**src/rtl/br_pkg.sv**
```systemverilog
// Shared definitions for the sprite ROM arbiter: FSM state encoding and requester IDs.
package br_pkg;

  typedef enum logic [1:0] {
    ST_IDLE = 2'd0,
    ST_READ = 2'd1,
    ST_WAIT = 2'd2,
    ST_DONE = 2'd3
  } state_e;

  localparam logic [1:0] REQ_ROAD = 2'd0;
  localparam logic [1:0] REQ_CAR  = 2'd1;
  localparam logic [1:0] REQ_OBST = 2'd2;

endpackage

```
**src/rtl/br_prio_sel.sv**
```systemverilog
// Combinational winner selection: first asserted request scanning upward from ptr, wrapping.
// A constant ptr of zero gives plain lowest-index-wins priority.
module br_prio_sel #(
  parameter int NREQ = 3
) (
  input  logic [NREQ-1:0] req,
  input  logic [1:0]      ptr,
  output logic            valid,
  output logic [1:0]      idx
);

  logic [2*NREQ-1:0] req_dbl;
  logic [NREQ-1:0]   req_rot;
  int                off;
  int                sel;

  always_comb begin
    // Doubling the vector turns the rotate into a plain shift.
    req_dbl = {req, req} >> ptr;
    req_rot = req_dbl[NREQ-1:0];
    off     = 0;
    for (int k = NREQ - 1; k >= 0; k--) begin
      if (req_rot[k]) begin
        off = k;
      end
    end
    sel = off + int'(ptr);
    if (sel >= NREQ) begin
      sel = sel - NREQ;
    end
    valid = |req;
    idx   = sel[1:0];
  end

endmodule

```
**src/rtl/sprite_rom_arb.sv**
```systemverilog
// Arbitrates NREQ sprite requesters onto one ROM read port (IDLE/READ/WAIT/DONE FSM).
// Define SPRITE_ROM_ARB_RR_EN for round-robin arbitration; fixed lowest-index priority otherwise.
module sprite_rom_arb #(
  parameter int NREQ    = 3,
  parameter int AW      = 16,
  parameter int DW      = 12,
  parameter int ROM_LAT = 2
) (
  input  logic             clk,
  input  logic             clr,
  input  logic [NREQ-1:0]  req,
  input  logic [NREQ*AW-1:0] addr,
  output logic [NREQ-1:0]  ack,
  output logic [DW-1:0]    rdata,
  output logic             rom_en,
  output logic [AW-1:0]    rom_addr,
  input  logic [DW-1:0]    rom_data,
  output logic             busy,
  output logic [1:0]       gnt_id
);
  import br_pkg::*;

  localparam logic [1:0] CNT_LAST = 2'(ROM_LAT - 1);

  state_e          state_q, state_d;
  logic [NREQ-1:0] ack_q, ack_d;
  logic [DW-1:0]   rdata_q, rdata_d;
  logic            rom_en_q, rom_en_d;
  logic [AW-1:0]   rom_addr_q, rom_addr_d;
  logic            busy_q, busy_d;
  logic [1:0]      gnt_q, gnt_d;
  logic [1:0]      cnt_q, cnt_d;

  logic [AW-1:0]   addr_arr [NREQ];
  logic            sel_valid;
  logic [1:0]      sel_idx;
  logic [1:0]      prio_ptr;

  for (genvar gi = 0; gi < NREQ; gi++) begin : g_addr
    assign addr_arr[gi] = addr[gi*AW +: AW];
  end

`ifdef SPRITE_ROM_ARB_RR_EN
  logic [1:0] ptr_q, ptr_d;
  assign prio_ptr = ptr_q;
`else
  assign prio_ptr = REQ_ROAD;
`endif

  br_prio_sel #(.NREQ(NREQ)) u_prio_sel (
    .req   (req),
    .ptr   (prio_ptr),
    .valid (sel_valid),
    .idx   (sel_idx)
  );

  always_comb begin
    state_d    = state_q;
    gnt_d      = gnt_q;
    rom_addr_d = rom_addr_q;
    rdata_d    = rdata_q;
    cnt_d      = cnt_q;
    busy_d     = busy_q;
    rom_en_d   = 1'b0;
    ack_d      = '0;
`ifdef SPRITE_ROM_ARB_RR_EN
    ptr_d      = ptr_q;
`endif
    case (state_q)
      ST_IDLE: begin
        if (sel_valid) begin
          state_d    = ST_READ;
          gnt_d      = sel_idx;
          rom_addr_d = addr_arr[sel_idx];
          rom_en_d   = 1'b1;
          busy_d     = 1'b1;
`ifdef SPRITE_ROM_ARB_RR_EN
          ptr_d      = (sel_idx == 2'(NREQ - 1)) ? 2'd0 : sel_idx + 2'd1;
`endif
        end
      end
      ST_READ: begin
        state_d = ST_WAIT;
        cnt_d   = '0;
      end
      ST_WAIT: begin
        // Last WAIT cycle is exactly when the ROM output is valid.
        if (cnt_q == CNT_LAST) begin
          rdata_d      = rom_data;
          ack_d[gnt_q] = 1'b1;
          state_d      = ST_DONE;
        end else begin
          cnt_d = cnt_q + 2'd1;
        end
      end
      ST_DONE: begin
        state_d = ST_IDLE;
        busy_d  = 1'b0;
        cnt_d   = '0;
      end
      default: state_d = ST_IDLE;
    endcase
  end

  always_ff @(posedge clk or posedge clr) begin
    if (clr) begin
      state_q    <= ST_IDLE;
      ack_q      <= '0;
      rdata_q    <= '0;
      rom_en_q   <= 1'b0;
      rom_addr_q <= '0;
      busy_q     <= 1'b0;
      gnt_q      <= '0;
      cnt_q      <= '0;
`ifdef SPRITE_ROM_ARB_RR_EN
      ptr_q      <= REQ_ROAD;
`endif
    end else begin
      state_q    <= state_d;
      ack_q      <= ack_d;
      rdata_q    <= rdata_d;
      rom_en_q   <= rom_en_d;
      rom_addr_q <= rom_addr_d;
      busy_q     <= busy_d;
      gnt_q      <= gnt_d;
      cnt_q      <= cnt_d;
`ifdef SPRITE_ROM_ARB_RR_EN
      ptr_q      <= ptr_d;
`endif
    end
  end

  assign ack      = ack_q;
  assign rdata    = rdata_q;
  assign rom_en   = rom_en_q;
  assign rom_addr = rom_addr_q;
  assign busy     = busy_q;
  assign gnt_id   = gnt_q;

endmodule
```
**config.mk**
```make
export PLATFORM = sky130hd
export DESIGN_NAME = sprite_rom_arb
export DESIGN_NICKNAME = d
export VERILOG_FILES = /design/src/rtl/br_pkg.sv /design/src/rtl/br_prio_sel.sv /design/src/rtl/sprite_rom_arb.sv
export SDC_FILE = /design/constraint.sdc
export NUM_CORES = 1
export LEC_CHECK = 0
export BUFFER_PORTS_ARGS = -buffer_cell sky130_fd_sc_hd__buf_2
export CORE_ASPECT_RATIO = 1.5
export CORE_MARGIN = 2
export CORE_UTILIZATION = 49
export CTS_BUF_LIST = sky130_fd_sc_hd__clkbuf_4 sky130_fd_sc_hd__clkbuf_8 sky130_fd_sc_hd__clkbuf_16
export CTS_CLUSTER_SIZE = 28
export DETAILED_ROUTE_END_ITERATION = 8
export GPL_ROUTABILITY_DRIVEN = 0
export PLACE_DENSITY = 0.92
export SYNTH_ARGS = -nofsm -noshare
export SYNTH_HDL_FRONTEND = slang
export SYNTH_HIERARCHICAL = 1
export SYNTH_SLANG_ARGS = --single-unit
export TNS_END_PERCENT = 5
```
**constraint.sdc**
```tcl
create_clock -name clk -period 3.1 [get_ports clk]
set_clock_uncertainty 0.05 [all_clocks]
set_input_delay 0.62 -clock clk [delete_from_list [all_inputs] [get_ports clk]]
set_output_delay 0.62 -clock clk [all_outputs]
set_load 0.1 [all_outputs]
```
==> results of run 1 <==
-- metrics by stage --
| step | setup TNS (ps) | util [%] | hold slack, ps | setup WS [ps] | instance area, um^2 |
|---|---|---|---|---|---|
| 2_1_floorplan | 0 | - | 458 | 123 | 2120 |
| 3_3_place_gp | -2100 | 65.6 | 409 | -158 | 2710 |
| 3_5_place_dp | -4170 | 65.6 | 427 | -336 | 2710 |
| 4_1_cts | 0 | 67.8 | 405 | 72.0 | 2810 |
| 5_1_grt | 0 | 67.9 | 430 | 30.5 | 2810 |
| 6_report | 0 | 67.9 | 387 | 132 | 2810 |
-- layout by cell type (no fill, tap or decap), types with 2 or more instances in the layout --
cell type  synthesis  final
a31oi_1           15     15
buf_12             1      2
buf_2              5     99
buf_4              0      8
clkbuf_4           0      2
clkbuf_8           0      5
conb_1             1     13
dfrtp_1           39     39
ha_1               9      9
inv_1              7      7
mux2_2            17     17
mux2i_1           17     17
nand2_1           19     19
nand3b_1           2      2
nor2_1            16     15
nor3_1             3      3
nor3b_1            2      2
nor4b_1            2      2
o21a_1             2      2
o21ai_0            4      4
or2_0              5      5
or2_1             10     10
-- cell type report --
type,count,area (um^2)
clock buffers,7,83.8
clock inverters,1,5.00
fillers,337,1330
inverters,7,26.3
multi-input cells,149,1060
flip-flops and latches,39,976
well taps,46,57.6
repair buffers,109,596
-- cell usage after synthesis, types with 2 or more instances --
| library cell | count |
|---|---|
| buf_2 | 5 |
| a31oi_1 | 15 |
| nand3b_1 | 2 |
| o21a_1 | 2 |
| nor3_1 | 3 |
| o21ai_0 | 4 |
| mux2_2 | 17 |
| ha_1 | 9 |
| buf_6 | 2 |
| dfrtp_1 | 39 |
| nand2_1 | 19 |
| nor4b_1 | 2 |
| or2_1 | 10 |
| mux2i_1 | 17 |
| nor2_1 | 16 |
| inv_1 | 7 |
| nor3b_1 | 2 |
| or2_0 | 5 |
-- repair_timing --
| action | in CTS | in global routing |
|---|---|---|
| setup endpoints to repair | 6 | 6 |
| hold endpoints to repair | 0 | 0 |
| hold buffers | 0 | 0 |
| gates resized for setup | 1 | 1 |
| cloned | 0 | 0 |
-- cells by family after synthesis --
group / after synthesis / synth area share [%]
AOI/OAI and AO/OA: 28 / 8.79
xor gates and xnor gates: 1 / 0.422
adders and majority gates: 10 / 6.38
buffers and inverters: 16 / 4.70
DFF: 39 / 47.0
muxes: 34 / 17.4
other: 1 / 0.180
and+or+nand+nor: 63 / 15.2
-- critical path: stages --
cell and delay, ps:
buf_2 110, nor4b_1 150, a22o_1 180, a31o_2 220, fa_1 480, ha_1 210
nor2_2 150, mux2_2 410, buf_12 150, or2_1 230, a31oi_1 190
-- metal layers --
layer  vias to the layer above  routed length (um)
li1                        891                   -
met5                         -                   0
met4                         0                  90
met1                       879                1630
met3                        10                 248
met2                        77                2730
-- state kept, by name, indices dropped and copies added, names as in the netlist --
name,cells
rom_addr,16
rdata,12
ack,3
cnt_q,2
gnt_id,2
state_q,2
busy,1
rom_en,1
-- worst max path at each step --
stage	startpoint	end	slack, ps	cells past startpoint
floorplan	req[2]	rom_addr[10]	120	10
global placement	req[2]	rom_addr[8]	-160	11
detailed placement	req[2]	rom_addr[15]	-340	11
CTS	req[2]	rom_addr[15]	70	11
global route	req[2]	rom_addr[10]	30	11
finish	req[2]	rom_addr[9]	130	11
==> flow_metrics.env, run 1 <==
export IMPL_arrival_ps=3120
export IMPL_drive_gt1_share_pct=44.2
export IMPL_reg2reg_to="rom_addr[9]"
export IMPL_row_count=29
export IMPL_max_freq_mhz=337
export IMPL_crit_type="input pin to flop"
export IMPL_cp_max_fo=15
export IMPL_cts_tree="done"
export IMPL_cts_setup_buffers=0
export IMPL_synth_area_leaders="dfrtp_1, mux2_2, mux2i_1"
export IMPL_clkTransAtPathRegs_ps=70
export IMPL_hold_violations=0
export IMPL_clk_latency_ps=280
export IMPL_hpwlAfterDp_mm=3.89
export IMPL_synth_seq_cells=39
export IMPL_end_kind="flop"
export IMPL_worst_pin_slew_ps=738
export IMPL_synth_cell_type_count=34
export IMPL_final_cells=358
export IMPL_drtIter0Drc=35
export IMPL_ys_seq_area_share_pct=47.0
export IMPL_ios=100
export IMPL_cts_htree_levels=2
export IMPL_grt_pass1_vias=1909
export IMPL_rsz0062_at_grt="no"
export IMPL_yosys_most_used_dff="dfrtp_1"
export IMPL_cts_made_buffers=5
export IMPL_postRouteAntennaNets=0
export IMPL_period_needed_ps=2970
export IMPL_min_path_type="input pin to async pin"
export IMPL_grt_pass1_wl_mm=7.71
export IMPL_die_h_um=83.8
export IMPL_syn2layout_area_growth_pct=35.2
export IMPL_dr_pass1_iters=5
export IMPL_grt_overflow_total=0
export IMPL_finalSetupViolCount=0
export IMPL_cp_data_required_time_ps=3250
export IMPL_cp_start_kind="input pin"
export IMPL_status="completed"
export IMPL_yosysWarnings=6
export IMPL_dpl_cell_count=350
export IMPL_num_vias=1857
export IMPL_synth_area_um2=2080
export IMPL_nets=386
export IMPL_synth_edf_count=0
export IMPL_grtUsageMet1_pct=19.6
export IMPL_reg2reg_slack_ps=1030
export IMPL_grt_use_met3_pct=3.41
export IMPL_synthArstFlopShare_pct=100
export IMPL_start_util_pct=50.2
export IMPL_grt_antenna_before_repair=0
export IMPL_avgSynthCellArea_um2=10.8
export IMPL_syn_instance_count=192
export IMPL_dieArea_um2=4790
export IMPL_max_cap_violations=0
export IMPL_rr_startpoint="state_q[0]"
export IMPL_n_antenna_cell=0
export IMPL_grtUsageTotal_pct=20.5
export IMPL_cts_path_max_buffers=2
export IMPL_slew_violations=0
export IMPL_dieWidth_um=57.2
export IMPL_r2r_cells=6
export IMPL_routedWlPerCell_um=13.1
export IMPL_grt_max_degree=40
export IMPL_clock_sinks=39
export IMPL_synth_top_area_cell="dfrtp_1"
export IMPL_portBuffers=99
export IMPL_drc=0
export IMPL_root_buffer="clkbuf_8"
export IMPL_slew_headroom_pct=50.8
export IMPL_yosysTopAreaCellShare_pct=47.0
export IMPL_routed_wl_mm=4.70
export IMPL_min_period_over_period_pct=95.7
export IMPL_vias_per_cell=5.19
export IMPL_grt_use_met2_pct=40.9
export IMPL_core_um2=4140
export IMPL_busiest_layer="met2"
Power of run 1 is left out: the tool's default activity adds up to more than one toggle a clock period on the data nets, which glitch-free logic cannot reach.
==> run 2: changes to the inputs <==
--- a/config.mk
+++ b/config.mk
@@ -8,12 +8,12 @@
 export BUFFER_PORTS_ARGS = -buffer_cell sky130_fd_sc_hd__buf_2
 export CORE_ASPECT_RATIO = 1.5
 export CORE_MARGIN = 2
-export CORE_UTILIZATION = 49
+export CORE_UTILIZATION = 37
 export CTS_BUF_LIST = sky130_fd_sc_hd__clkbuf_4 sky130_fd_sc_hd__clkbuf_8 sky130_fd_sc_hd__clkbuf_16
 export CTS_CLUSTER_SIZE = 28
 export DETAILED_ROUTE_END_ITERATION = 8
 export GPL_ROUTABILITY_DRIVEN = 0
-export PLACE_DENSITY = 0.92
+export PLACE_DENSITY = 0.74
 export SYNTH_ARGS = -nofsm -noshare
 export SYNTH_HDL_FRONTEND = slang
 export SYNTH_HIERARCHICAL = 1
==> run 2 against run 1 <==
Compared with the run above:
- flip-flop and latch count stayed put
- clock-buffer cell count is 2 lower
- global-route usage is 5.0 points lower
- non-clock buffer count is 1 higher
==> flow_metrics.env, run 2 (synthesis gave the netlist of run 1 again) <==
export IMPL_die_h_um=95.8
export IMPL_ios=100
export IMPL_grt_pass1_vias=1795
export IMPL_cts_made_buffers=5
export IMPL_min_period_over_period_pct=93.3
export IMPL_drtIter0Drc=98
export IMPL_postRouteAntennaNets=0
export IMPL_dieWidth_um=65.2
export IMPL_grtUsageTotal_pct=15.4
export IMPL_min_path_type="input pin to async pin"
export IMPL_core_um2=5450
export IMPL_cts_path_max_buffers=2
export IMPL_grt_overflow_total=0
export IMPL_fin_hold_ws_ps=376
export IMPL_hold_violations=0
export IMPL_final_cells=383
export IMPL_drive_gt1_share_pct=44.1
export IMPL_cts_setup_buffers=0
export IMPL_rsz0062_at_grt="no"
export IMPL_dr_pass1_iters=4
export IMPL_cts_tree="done"
export IMPL_n_antenna_cell=0
export IMPL_dieArea_um2=6240
export IMPL_row_count=33
export IMPL_hpwlAfterDp_mm=3.72
export IMPL_final_cell_mix="buf_2, dfrtp_1, nand2_1"
export IMPL_period_needed_ps=2890
export IMPL_slew_violations=0
export IMPL_start_util_pct=38.1
export IMPL_cp_start_kind="input pin"
export IMPL_grt_pass1_wl_mm=7.55
export IMPL_root_buffer="clkbuf_8"
export IMPL_max_cap_violations=0
export IMPL_grt_max_degree=36
export IMPL_end_kind="flop"
export IMPL_final_common_cell="buf_2"
export IMPL_drc=0
export IMPL_max_freq_mhz=346
export IMPL_nets=387
export IMPL_reg2reg_slack_ps=800
export IMPL_cts_htree_levels=2
export IMPL_hold_buffers=0
export IMPL_clk_latency_ps=290
export IMPL_grt_antenna_before_repair=0
export IMPL_portBuffers=99
export IMPL_clock_sinks=39
export IMPL_final_core_util_pct=52.5
export IMPL_worst_pin_slew_ps=1140
export IMPL_vias_per_cell=4.69
export IMPL_slew_headroom_pct=24.1
export IMPL_crit_type="input pin to flop"
export IMPL_num_vias=1796
export IMPL_cp_max_fo=9
export IMPL_syn2layout_area_growth_pct=37.8
export IMPL_clkTransAtPathRegs_ps=80
export IMPL_arrival_ps=2960
export IMPL_postLayoutCellArea_um2=2860
export IMPL_status="completed"
export IMPL_placed_cell_area_um2=2780
export IMPL_cts_resized=0
export IMPL_largest_reg_flops=16
export IMPL_finalSetupViolCount=0
export IMPL_dpl_cell_count=375
export IMPL_cp_data_required_time_ps=3170
export IMPL_routed_wl_mm=4.64
export IMPL_routedWlPerCell_um=12.1
-- run 2: worst paths after layout --
kind	startpoint	to	depth (start not counted)
setup / recovery	req[2]	rom_addr[8]	13
hold / removal	clr	cnt_q[0]	2
setup reg to reg	state_q[0]	rom_addr[13]	5
hold reg to reg	busy	busy	2
max in group asynchronous	clr	rdata[8]	3
min in group clk	busy	busy	2
-- run 2: worst max-delay path, stage by stage --
cell and delay, ps:
buf_2 100, nor4b_1 130, a22o_1 170, a31o_2 220, fa_1 480, ha_1 200
nor2_1 130, buf_4 140, xnor2_2 170, buf_12 190, mux2i_1 210, or2_1 120
a31oi_1 70
-- run 2: metal layers --
layer / vias to the layer above / track usage (%) / wire (um)
met4: 0 / 5.38 / 66
met2: 55 / 31.4 / 2680
met1: 844 / 15.2 / 1670
li1: 892 / - / -
met5: - / 0 / 0
met3: 5 / 2.69 / 235
-- run 2: stage by stage --
| step | setup WS [ps] | TNS, ps |
|---|---|---|
| after floorplan | 123 | 0 |
| after global placement | -83.4 | -1060 |
| after detailed placement | -102 | -1420 |
| after CTS | 187 | 0 |
| after global routing | 20.4 | 0 |
| final | 206 | 0 |
-- run 2: area by class of cell --
type	count	area, um^2
Tap cell	70	87.6
Clock buffer	5	68.8
Inverter	7	26.3
Sequential cell	39	976
Timing Repair Buffer	110	628
Multi-Input combinational cell	149	1060
Fill cell	552	2590
Clock inverter	3	20.0
Power of run 2 is left out for the same reason.
==> run 3: changes to the inputs <==
--- a/config.mk
+++ b/config.mk
@@ -8,12 +8,12 @@
 export BUFFER_PORTS_ARGS = -buffer_cell sky130_fd_sc_hd__buf_2
 export CORE_ASPECT_RATIO = 1.5
 export CORE_MARGIN = 2
-export CORE_UTILIZATION = 37
+export CORE_UTILIZATION = 42
 export CTS_BUF_LIST = sky130_fd_sc_hd__clkbuf_4 sky130_fd_sc_hd__clkbuf_8 sky130_fd_sc_hd__clkbuf_16
 export CTS_CLUSTER_SIZE = 28
 export DETAILED_ROUTE_END_ITERATION = 8
 export GPL_ROUTABILITY_DRIVEN = 0
-export PLACE_DENSITY = 0.74
+export PLACE_DENSITY = 0.85
 export SYNTH_ARGS = -nofsm -noshare
 export SYNTH_HDL_FRONTEND = slang
 export SYNTH_HIERARCHICAL = 1
==> constraint.sdc (replaced) <==
create_clock -name clk -period 2.4 [get_ports clk]
set_clock_uncertainty 0.05 [all_clocks]
set_input_delay 0.48 -clock clk [delete_from_list [all_inputs] [get_ports clk]]
set_output_delay 0.48 -clock clk [all_outputs]
set_load 0.1 [all_outputs]
==> run 3 against run 2 <==
Compared with the run above:
- the run now ends with setup timing left
- sequential share of layout area down 1.4 points
- hold slack worse by 140 ps
- clock-buffer cell count up 3
- critical path depth down 2
- critical endpoint is now rom_addr[15]
==> flow_metrics.env, run 3 (synthesis gave the netlist of run 1 again) <==
export IMPL_clock_sinks=39
export IMPL_largest_reg_flops=16
export IMPL_dieWidth_um=61.4
export IMPL_worst_pin_slew_ps=587
export IMPL_violations="setup timing"
export IMPL_cp_data_required_time_ps=2560
export IMPL_grt_pass1_vias=1809
export IMPL_slew_violations=0
export IMPL_hold_violations=0
export IMPL_slew_headroom_pct=60.7
export IMPL_path_delay_family="adder cells"
export IMPL_cts_htree_levels=2
export IMPL_hpwlAfterDp_mm=3.78
export IMPL_status="finished with violations"
export IMPL_worst_path_max_delay_cell="fa_1"
export IMPL_dieArea_um2=5540
export IMPL_n_antenna_cell=0
export IMPL_portBuffers=99
export IMPL_cp_start_kind="input pin"
export IMPL_fin_ws_ps=-293
export IMPL_cp_max_fo=6
export IMPL_end_kind="flop"
export IMPL_cts_made_buffers=5
export IMPL_grt_overflow_total=0
export IMPL_hold_buffers=0
export IMPL_grt_max_degree=40
export IMPL_path_cells="buf_6 > nor4b_4 > a22o_1 > a31o_2 > fa_1 > ha_2 > nor2_4 > mux2_4 > buf_6 > or2_1 > a31oi_1"
export IMPL_nets=394
export IMPL_min_period_over_period_pct=112
export IMPL_routed_wl_mm=4.93
export IMPL_drive_gt1_share_pct=46.6
export IMPL_final_common_cell="buf_2"
export IMPL_drc=0
export IMPL_syn2layout_area_growth_pct=43.7
export IMPL_path_common_cell="buf_6"
export IMPL_routedWlPerCell_um=12.8
export IMPL_cts_tree="done"
export IMPL_grt_pass1_wl_mm=7.45
export IMPL_max_freq_mhz=371
export IMPL_die_h_um=90.2
export IMPL_max_cap_violations=0
export IMPL_clkTransAtPathRegs_ps=70
export IMPL_postLayoutCellArea_um2=2990
export IMPL_crit_type="input pin to flop"
export IMPL_path_buf_inv=2
export IMPL_grtUsageTotal_pct=17.7
export IMPL_rsz0062_at_grt="yes"
export IMPL_min_path_type="input pin to async pin"
export IMPL_vias_per_cell=4.74
export IMPL_num_vias=1829
export IMPL_start_util_pct=43.2
export IMPL_row_count=31
export IMPL_arrival_ps=2850
export IMPL_worst_path_largest_cell_delay_ps=490
export IMPL_cts_path_max_buffers=2
export IMPL_postRouteAntennaNets=0
export IMPL_grt_antenna_before_repair=0
export IMPL_drtIter0Drc=86
export IMPL_core_um2=4810
export IMPL_final_cell_mix="buf_2, dfrtp_1, nand2_1"
export IMPL_clk_latency_ps=290
export IMPL_period_needed_ps=2690
export IMPL_placed_cell_area_um2=2780
export IMPL_ios=100
export IMPL_dr_pass1_iters=4
export IMPL_finalSetupViolCount=17
export IMPL_root_buffer="clkbuf_8"
==> run 3: cell count changes in the layout (fill, tap and decap cells not counted), sizes merged <==
cell      previous run  this run
clkbuf               5         9
clkinvlp             2         0
clkinv               1         0
buf                110       116
==> run 3: area by class of cell <==
cell class | instances | area [um^2]
Multi-Input combinational cell | 149 | 1110
Timing Repair Buffer | 117 | 686
Fill cell | 418 | 1820
Clock buffer | 8 | 104
Sequential cell | 39 | 976
Tap cell | 66 | 82.6
Inverter | 7 | 26.3
==> run 3: path summary, 6_finish.rpt <==
path | to | slack (ps) | startpoint | cells after the start
min reg2reg | busy | 430 | busy | 2
min | rdata[6] | 230 | clr | 3
max | rom_addr[15] | -290 | req[2] | 11
max in group asynchronous | rom_addr[6] | 1710 | clr | 3
min in group clk | rdata[8] | 370 | rom_data[8] | 2
max reg2reg | rdata[0] | 620 | state_q[0] | 4
==> run 3: layer usage <==
metal | part of all wire (%) | GRT usage (%) | up-vias
li1 | - | - | 906
met1 | 36 | 17.2 | 859
met2 | 57 | 32.2 | 54
met3 | 4.9 | 2.73 | 10
met4 | 2.1 | 10.8 | 0
met5 | 0 | 0 | -
==> run 3: through the flow <==
step	instances	hold slack [ps]	util, %	setup slack [ps]	TNS (ps)
global placement	375	412	57.7	-508	-8650
finish	386	234	62.1	-293	-4540
detailed placement	375	423	57.7	-603	-9980
floorplan	204	458	-	-392	-5500
global route	386	282	62.1	-392	-6230
CTS	384	260	60.4	-293	-4450
==> run 3: repair_timing <==
| item | 4_1_cts | 5_1_grt |
|---|---|---|
| cloned | 0 | 1 |
| pin swaps | 10 | 20 |
| setup endpoints to repair | 17 | 18 |
| buffers inserted | 1 | 1 |
| resized for setup | 4 | 8 |
==> run 3: worst reg2reg max path, cell delays in order, from the launching register on <==
cell and delay (ps):
dfrtp_1 410, inv_1 110, ha_1 240, nand2_1 450, mux2_2 420
Power of run 3 is left out for the same reason.
